===== src/rtl/multi_port_interface_adapter.sv =====
// Parallel I/O adapter: NUM_PORTS 8-bit DDR ports, TIMER_WIDTH interval timer, maskable IRQ; reads combinational, writes on clk.
// Port input sampling latency 1 clk, or 2 clk with INTERFACE_ADAPTER_INPUT_SYNC_EN defined; no backpressure (CPU bus slave).
module multi_port_interface_adapter #(
  parameter int NUM_PORTS   = 2,
  parameter int TIMER_WIDTH = 16
) (
  input  logic                   clk,
  input  logic                   reset,
  input  logic                   chip_en1,
  input  logic                   chip_en2b,
  input  logic                   readb_write,
  input  logic [3:0]             register_select,
  input  logic [7:0]             data_in,
  output logic [7:0]             data_out,
  input  logic [8*NUM_PORTS-1:0] port_in,
  output logic [8*NUM_PORTS-1:0] port_out,
  output logic [8*NUM_PORTS-1:0] port_ddr,
  output logic                   irqb
);

  localparam int PW = 8 * NUM_PORTS;
  localparam int HW = TIMER_WIDTH - 8;

  logic                   w_sel, w_wr, w_rd, w_start, w_expire;
  logic [PW-1:0]          r_or, r_ddr, r_smp, w_smp_next;
  logic [NUM_PORTS-1:0]   w_chg, w_port_acc;
  logic [TIMER_WIDTH-1:0] r_latch, r_cnt;
  logic                   r_armed;
  logic [7:0]             r_acr, w_rdat;
  logic [6:0]             r_ifr, r_ier, w_ifr_next;

  assign w_sel    = chip_en1 & ~chip_en2b;
  assign w_wr     = w_sel & ~readb_write;
  assign w_rd     = w_sel & readb_write;
  assign w_start  = w_wr && (register_select == 4'h9);
  assign w_expire = r_armed && (r_cnt == '0);

`ifdef INTERFACE_ADAPTER_INPUT_SYNC_EN
  logic [PW-1:0] r_sync;
  always_ff @(posedge clk or negedge reset) begin
    if (!reset) r_sync <= '0;
    else        r_sync <= port_in;
  end
  assign w_smp_next = r_sync;
`else
  assign w_smp_next = port_in;
`endif

  always_ff @(posedge clk or negedge reset) begin
    if (!reset) begin
      r_or  <= '0;
      r_ddr <= '0;
      r_smp <= '0;
    end else begin
      r_smp <= w_smp_next;
      if (w_wr) begin
        for (int p = 0; p < NUM_PORTS; p++) begin
          if (register_select == 4'(p))     r_or[8*p +: 8]  <= data_in;
          if (register_select == 4'(p + 4)) r_ddr[8*p +: 8] <= data_in;
        end
      end
    end
  end

  // Change is judged on the incoming sample so the flag appears together with the new read value.
  always_comb begin
    w_chg      = '0;
    w_port_acc = '0;
    for (int p = 0; p < NUM_PORTS; p++) begin
      w_chg[p]      = |((w_smp_next[8*p +: 8] ^ r_smp[8*p +: 8]) & ~r_ddr[8*p +: 8]);
      w_port_acc[p] = w_sel && (register_select == 4'(p));
    end
  end

  always_ff @(posedge clk or negedge reset) begin
    if (!reset) begin
      r_latch <= '1;
      r_cnt   <= '1;
      r_armed <= 1'b0;
      r_acr   <= '0;
    end else begin
      if (w_wr) begin
        case (register_select)
          4'h8, 4'hA: r_latch[7:0]             <= data_in;
          4'h9, 4'hB: r_latch[TIMER_WIDTH-1:8] <= data_in[HW-1:0];
          4'hC:       r_acr                    <= data_in;
          default: ;
        endcase
      end
      if (w_start) begin
        r_cnt   <= {data_in[HW-1:0], r_latch[7:0]};
        r_armed <= 1'b1;
      end else if (w_expire && r_acr[0]) begin
        r_cnt <= r_latch;
      end else begin
        r_cnt <= r_cnt - 1'b1;
        if (w_expire) r_armed <= 1'b0;
      end
    end
  end

  // Clears first, then set events override; a timer start overrides its own expiry.
  always_comb begin
    w_ifr_next = r_ifr;
    if (w_wr && register_select == 4'hD) w_ifr_next = w_ifr_next & ~data_in[6:0];
    if (w_rd && register_select == 4'h8) w_ifr_next[0] = 1'b0;
    for (int p = 0; p < NUM_PORTS; p++) begin
      if (w_port_acc[p]) w_ifr_next[1+p] = 1'b0;
      if (w_chg[p])      w_ifr_next[1+p] = 1'b1;
    end
    if (w_start)       w_ifr_next[0] = 1'b0;
    else if (w_expire) w_ifr_next[0] = 1'b1;
  end

  always_ff @(posedge clk or negedge reset) begin
    if (!reset) begin
      r_ifr <= '0;
      r_ier <= '0;
    end else begin
      r_ifr <= w_ifr_next;
      if (w_wr && register_select == 4'hE) begin
        if (data_in[7]) r_ier <= r_ier | data_in[6:0];
        else            r_ier <= r_ier & ~data_in[6:0];
      end
    end
  end

  assign irqb = ~|(r_ifr & r_ier);

  always_comb begin
    w_rdat = 8'h00;
    if (w_rd) begin
      case (register_select)
        4'h8:       w_rdat = r_cnt[7:0];
        4'h9:       w_rdat = 8'(r_cnt >> 8);
        4'hA:       w_rdat = r_latch[7:0];
        4'hB:       w_rdat = 8'(r_latch >> 8);
        4'hC:       w_rdat = r_acr;
        4'hD:       w_rdat = {~irqb, r_ifr};
        4'hE:       w_rdat = {1'b1, r_ier};
        default: begin
          for (int p = 0; p < NUM_PORTS; p++) begin
            if (register_select == 4'(p))
              w_rdat = (r_or[8*p +: 8] & r_ddr[8*p +: 8]) | (r_smp[8*p +: 8] & ~r_ddr[8*p +: 8]);
            if (register_select == 4'(p + 4))
              w_rdat = r_ddr[8*p +: 8];
          end
        end
      endcase
    end
  end

  assign data_out = w_rdat;
  assign port_out = r_or;
  assign port_ddr = r_ddr;

endmodule

===== config.mk =====
export PLATFORM = sky130hd
export DESIGN_NAME = multi_port_interface_adapter
export DESIGN_NICKNAME = d
export VERILOG_FILES = /design/src/rtl/multi_port_interface_adapter.sv
export SDC_FILE = /design/constraint.sdc
export NUM_CORES = 1
export LEC_CHECK = 0
export CELL_PAD_IN_SITES_DETAIL_PLACEMENT = 2
export CELL_PAD_IN_SITES_GLOBAL_PLACEMENT = 2
export CORE_ASPECT_RATIO = 0.75
export CORE_MARGIN = 2
export CORE_UTILIZATION = 35
export DETAILED_ROUTE_END_ITERATION = 6
export DONT_BUFFER_PORTS = 1
export GPL_ROUTABILITY_DRIVEN = 0
export HOLD_SLACK_MARGIN = 0.1
export PLACE_DENSITY = 0.79
export SLEW_MARGIN = 20
export SYNTH_ARGS = -nofsm -noshare
export SYNTH_HDL_FRONTEND = slang
export SYNTH_SLANG_ARGS = --single-unit
export TNS_END_PERCENT = 20

===== constraint.sdc =====
create_clock -name clk -period 3 [get_ports clk]
set_clock_uncertainty 0.15 [all_clocks]
set_input_delay 0.3 -clock clk [delete_from_list [all_inputs] [get_ports clk]]
set_output_delay 0.3 -clock clk [all_outputs]
set_load 0.01 [all_outputs]

==> results.rst <==
.. list-table::
   :header-rows: 1

   * - Metric
     - Value
   * - Max-cap check violation count
     - 0
   * - Unrepaired setup endpoints after global routing
     - no
   * - Register area
     - approximately 0.0026 mm^2
   * - Die outline area
     - about 0.017 mm^2
   * - Worst path slowest cell
     - sky130_fd_sc_hd__a311oi_1
   * - Most Used Layer, Global Route
     - met2
   * - Layout filler cell count
     - 1620
   * - Multi-input combinational cell area
     - 0.00268 mm^2
   * - TritonCTS Buffers
     - 9
   * - Number of I/O port buffers
     - 0
   * - Antenna violations before repair
     - 1
   * - Routed wire length
     - 19800 um
   * - Global-route met2 utilization
     - 38.8%
   * - Register area share after synthesis
     - 47.8%
   * - Cell class contributing the biggest share of worst-path delay
     - compound AO/OA/AOI/OAI gates
   * - Area of the mapped netlist
     - ~0.0055 mm^2
   * - Slew at the pin with the worst max-slew slack
     - 0.714 ns
   * - CTS HTree Levels
     - 3
   * - Worst relative slew slack
     - about 52%
   * - Leakage power
     - 2.45 nW
   * - Required time of the critical path
     - 2.55 ns
   * - Count of endpoints failing hold in the final timing report
     - 0
   * - CTS root buffer
     - sky130_fd_sc_hd__clkbuf_16
   * - Worst flop-to-flop path startpoint
     - r_cnt[0]
   * - Reg2Reg Setup Slack
     - around 0.62 ns
   * - Number of cell rows
     - 39
   * - First-pass GRT wire length
     - slightly above 30000 um
   * - Quantity of hold-fixing buffers added after cts
     - 26
   * - Clock-pin slew reported for the worst setup and hold paths after clock tree synthesis
     - 0.08 ns
   * - Category of the critical setup timing path
     - reg2out
   * - Peak clock frequency supported by timing
     - 353 MHz
   * - Most numerous cell in the Yosys netlist
     - sky130_fd_sc_hd__dfrtp_1
   * - Post-synth top area share
     - 32.4%
   * - Syn_nets
     - 551
   * - Floorplan die height
     - about 110 um
   * - Share of the clock period used by the worst path
     - between 90% and 100%
   * - Via count of the first global-routing pass
     - about 4900
   * - Final-stage net count
     - 562
   * - Antenna Nets Post-Route
     - 0
   * - Die X-Extent
     - roughly 150 um
   * - Total congestion overflow after global routing
     - 0
   * - Data arrival at the endpoint of the critical path
     - roughly 2.4 ns
   * - Number of search-and-repair iterations in the first detailed-routing pass
     - 4
   * - FF-to-FF End
     - r_cnt[8]
   * - Ratio of cells with drive above 1 in the final layout
     - 24.6%
   * - Met3 capacity usage during global routing
     - between 4 and 5%
   * - Endpoint class of the critical path
     - output port
   * - Cell count of the worst reg-to-reg path
     - 7
   * - Post-Synthesis Mean Instance Area
     - approximately 11 um^2
   * - Setup Fix Bufs, Post-CTS
     - 0
   * - Number of top-level pins
     - 74
   * - Post_cts resized
     - 0
   * - Peak supply drop
     - 292 uV
   * - Area added between synthesis and finish
     - 13.7%
   * - Detail-routed via count per cell
     - between 6 and 7
   * - Sink count of the clock tree
     - 103
   * - Minimum clock period after layout
     - 2.83 ns
   * - Mean routed wirelength per cell
     - 26.8 um
   * - Count of different cell masters after synthesis
     - 70
   * - Proportion of synthesized flip-flops having asynchronous set or reset
     - between 90% and 100%
   * - Outcome
     - finished clean
   * - Total negative setup slack
     - 0 ns
   * - End point of the critical path
     - data_out[4]
   * - Most frequent cells after synthesis
     - sky130_fd_sc_hd__dfrtp_1 (71), sky130_fd_sc_hd__mux2_2 (58), sky130_fd_sc_hd__nor2_1 (45)
   * - Setup Viol. Count Final
     - 0
   * - YS warnings
     - 0
   * - GR Util met1
     - 35.6%
   * - Top FF cell, synth
     - sky130_fd_sc_hd__dfrtp_1
   * - Top fanout value on the critical path
     - 5
   * - Max clock buf depth
     - 2
   * - CP startpoint kind
     - flop
   * - Number of cells on the critical path
     - 4
   * - Ranking of synthesized cells by area
     - sky130_fd_sc_hd__dfrtp_1 (32%), sky130_fd_sc_hd__dfstp_2 (15%), sky130_fd_sc_hd__mux2_2 (12%), sky130_fd_sc_hd__xnor2_1 (3.5%), sky130_fd_sc_hd__o21ai_0 (3.5%)
   * - CP cell instances
     - or3b_2 > a21oi_1 > nor2_1 > a311oi_1
   * - Final-report max-slew violation count
     - 0
   * - CTS tree
     - yes
   * - Maximum number of pins on one net before global-route repair
     - about 100
   * - Beginning of the critical path
     - port_ddr[4]
   * - Effective utilization at floorplan
     - 35.9%
   * - Clock latency on the worst-skew pair
     - 0.35 ns
   * - Crit path largest cell delay
     - 0.63 ns
   * - Total GRT Usage
     - about a quarter
   * - Area inside the core boundary
     - approximately 0.015 mm^2
   * - Worst hold-check path type
     - in2reg
   * - DRC violations left
     - 0
   * - Detailed-route via count
     - about 4500
   * - Cell type with the highest aggregate area in the netlist
     - sky130_fd_sc_hd__dfrtp_1
   * - Post-Syn Instances
     - ~520
   * - Sum of buffers and inverters on the critical path
     - 0
   * - Detail Placement HPWL
     - 13500 um
   * - Areal power density over the cells
     - 636 mW/mm^2
   * - Number of enable flip-flop cells after synthesis
     - 0
   * - Final Power
     - between 3 and 4 mW
   * - Detailed router's first-iteration violation count
     - 303
   * - Register bit total from synthesis
     - 103
metrics by stage:
stage / instances / worst slack (ns) / area, um^2 / util [%] / hold slack [ns]
after floorplan: 517 / 0.750 / 5480 / - / -0.146
after global placement: 696 / 0.633 / 5630 / 36.9 / -0.137
after detailed placement: 696 / 0.609 / 5630 / 36.9 / -0.137
after CTS: 738 / 0.196 / 6220 / 40.8 / 0.106
after global routing: 739 / 0.126 / 6230 / 40.8 / 0.104
final: 739 / 0.168 / 6230 / 40.8 / 0.111
area by class of cell:
cell class,count,share of cell area (%)
flip-flops and latches,103,42.0
repair buffers,33,5.30
multi-input cells,375,43.1
clock inverters,7,1.43
well taps,205,4.12
clock buffers,9,3.62
inverters,6,0.362
diodes,1,0.0402
registers in the layout, indices dropped and copies added, names as in the netlist, named ones only:
| name | flops |
|---|---|
| r_smp | 16 |
| r_latch | 16 |
| r_acr | 8 |
| port_ddr | 16 |
| r_ifr | 7 |
| r_armed | 1 |
| port_out | 16 |
| r_cnt | 16 |
how the worst min path moves through the flow:
| stage | startpoint | end | slack (ns) | cells past startpoint |
|---|---|---|---|---|
| floorplan | reset | async pin | -0.15 | 0 |
| global placement | reset | r_acr[7] | -0.14 | 0 |
| detailed placement | reset | r_armed | -0.14 | 0 |
| CTS | readb_write | port_out[1] | 0.11 | 2 |
| global route | readb_write | port_out[0] | 0.10 | 2 |
| finish | readb_write | port_out[1] | 0.11 | 2 |
per-layer routing:
layer  share of wire [%]  vias to the layer above
met5                   0                        -
met4                0.87                        0
met3                 6.0                       14
met2                  46                      143
met1                  47                     2402
li1                    -                     1921
report_power, final:
group	total (mW)	switching (mW)	internal [mW]
Clock	1.26	0.585	0.670
Combinational	0.677	0.350	0.327
Sequential	2.03	0.333	1.69
Total	3.96	1.27	2.69
cell usage in the layout (no fill, tap or decap), drive strengths merged, types with 4 or more instances in the layout:
cell type / instances
a211oi: 8
a21boi: 5
a21oi: 30
a221o: 4
a311oi: 6
a31oi: 4
buf: 8
clkbuf: 9
dfrtp: 71
dfstp: 32
dlygate4sd3: 25
inv: 10
mux2: 66
mux4: 4
nand2: 43
nand3: 8
nor2: 47
nor3: 15
o21ai: 40
o22ai: 6
or4: 4
xnor2: 22
logic make-up (layout without fill, tap and decap cells):
| group | count (synthesis) | after routing | synth area share [%] |
|---|---|---|---|
| mux | 72 | 72 | 15.6 |
| fa+ha+maj | 1 | 1 | 0.228 |
| other cells | 0 | 1 | 0 |
| simple gates | 147 | 147 | 13.9 |
| flops | 103 | 103 | 47.8 |
| compound gates | 130 | 130 | 15.2 |
| buf+inv | 39 | 55 | 3.22 |
| xor+xnor | 25 | 25 | 4.00 |
(Power assumes the default switching activity.)
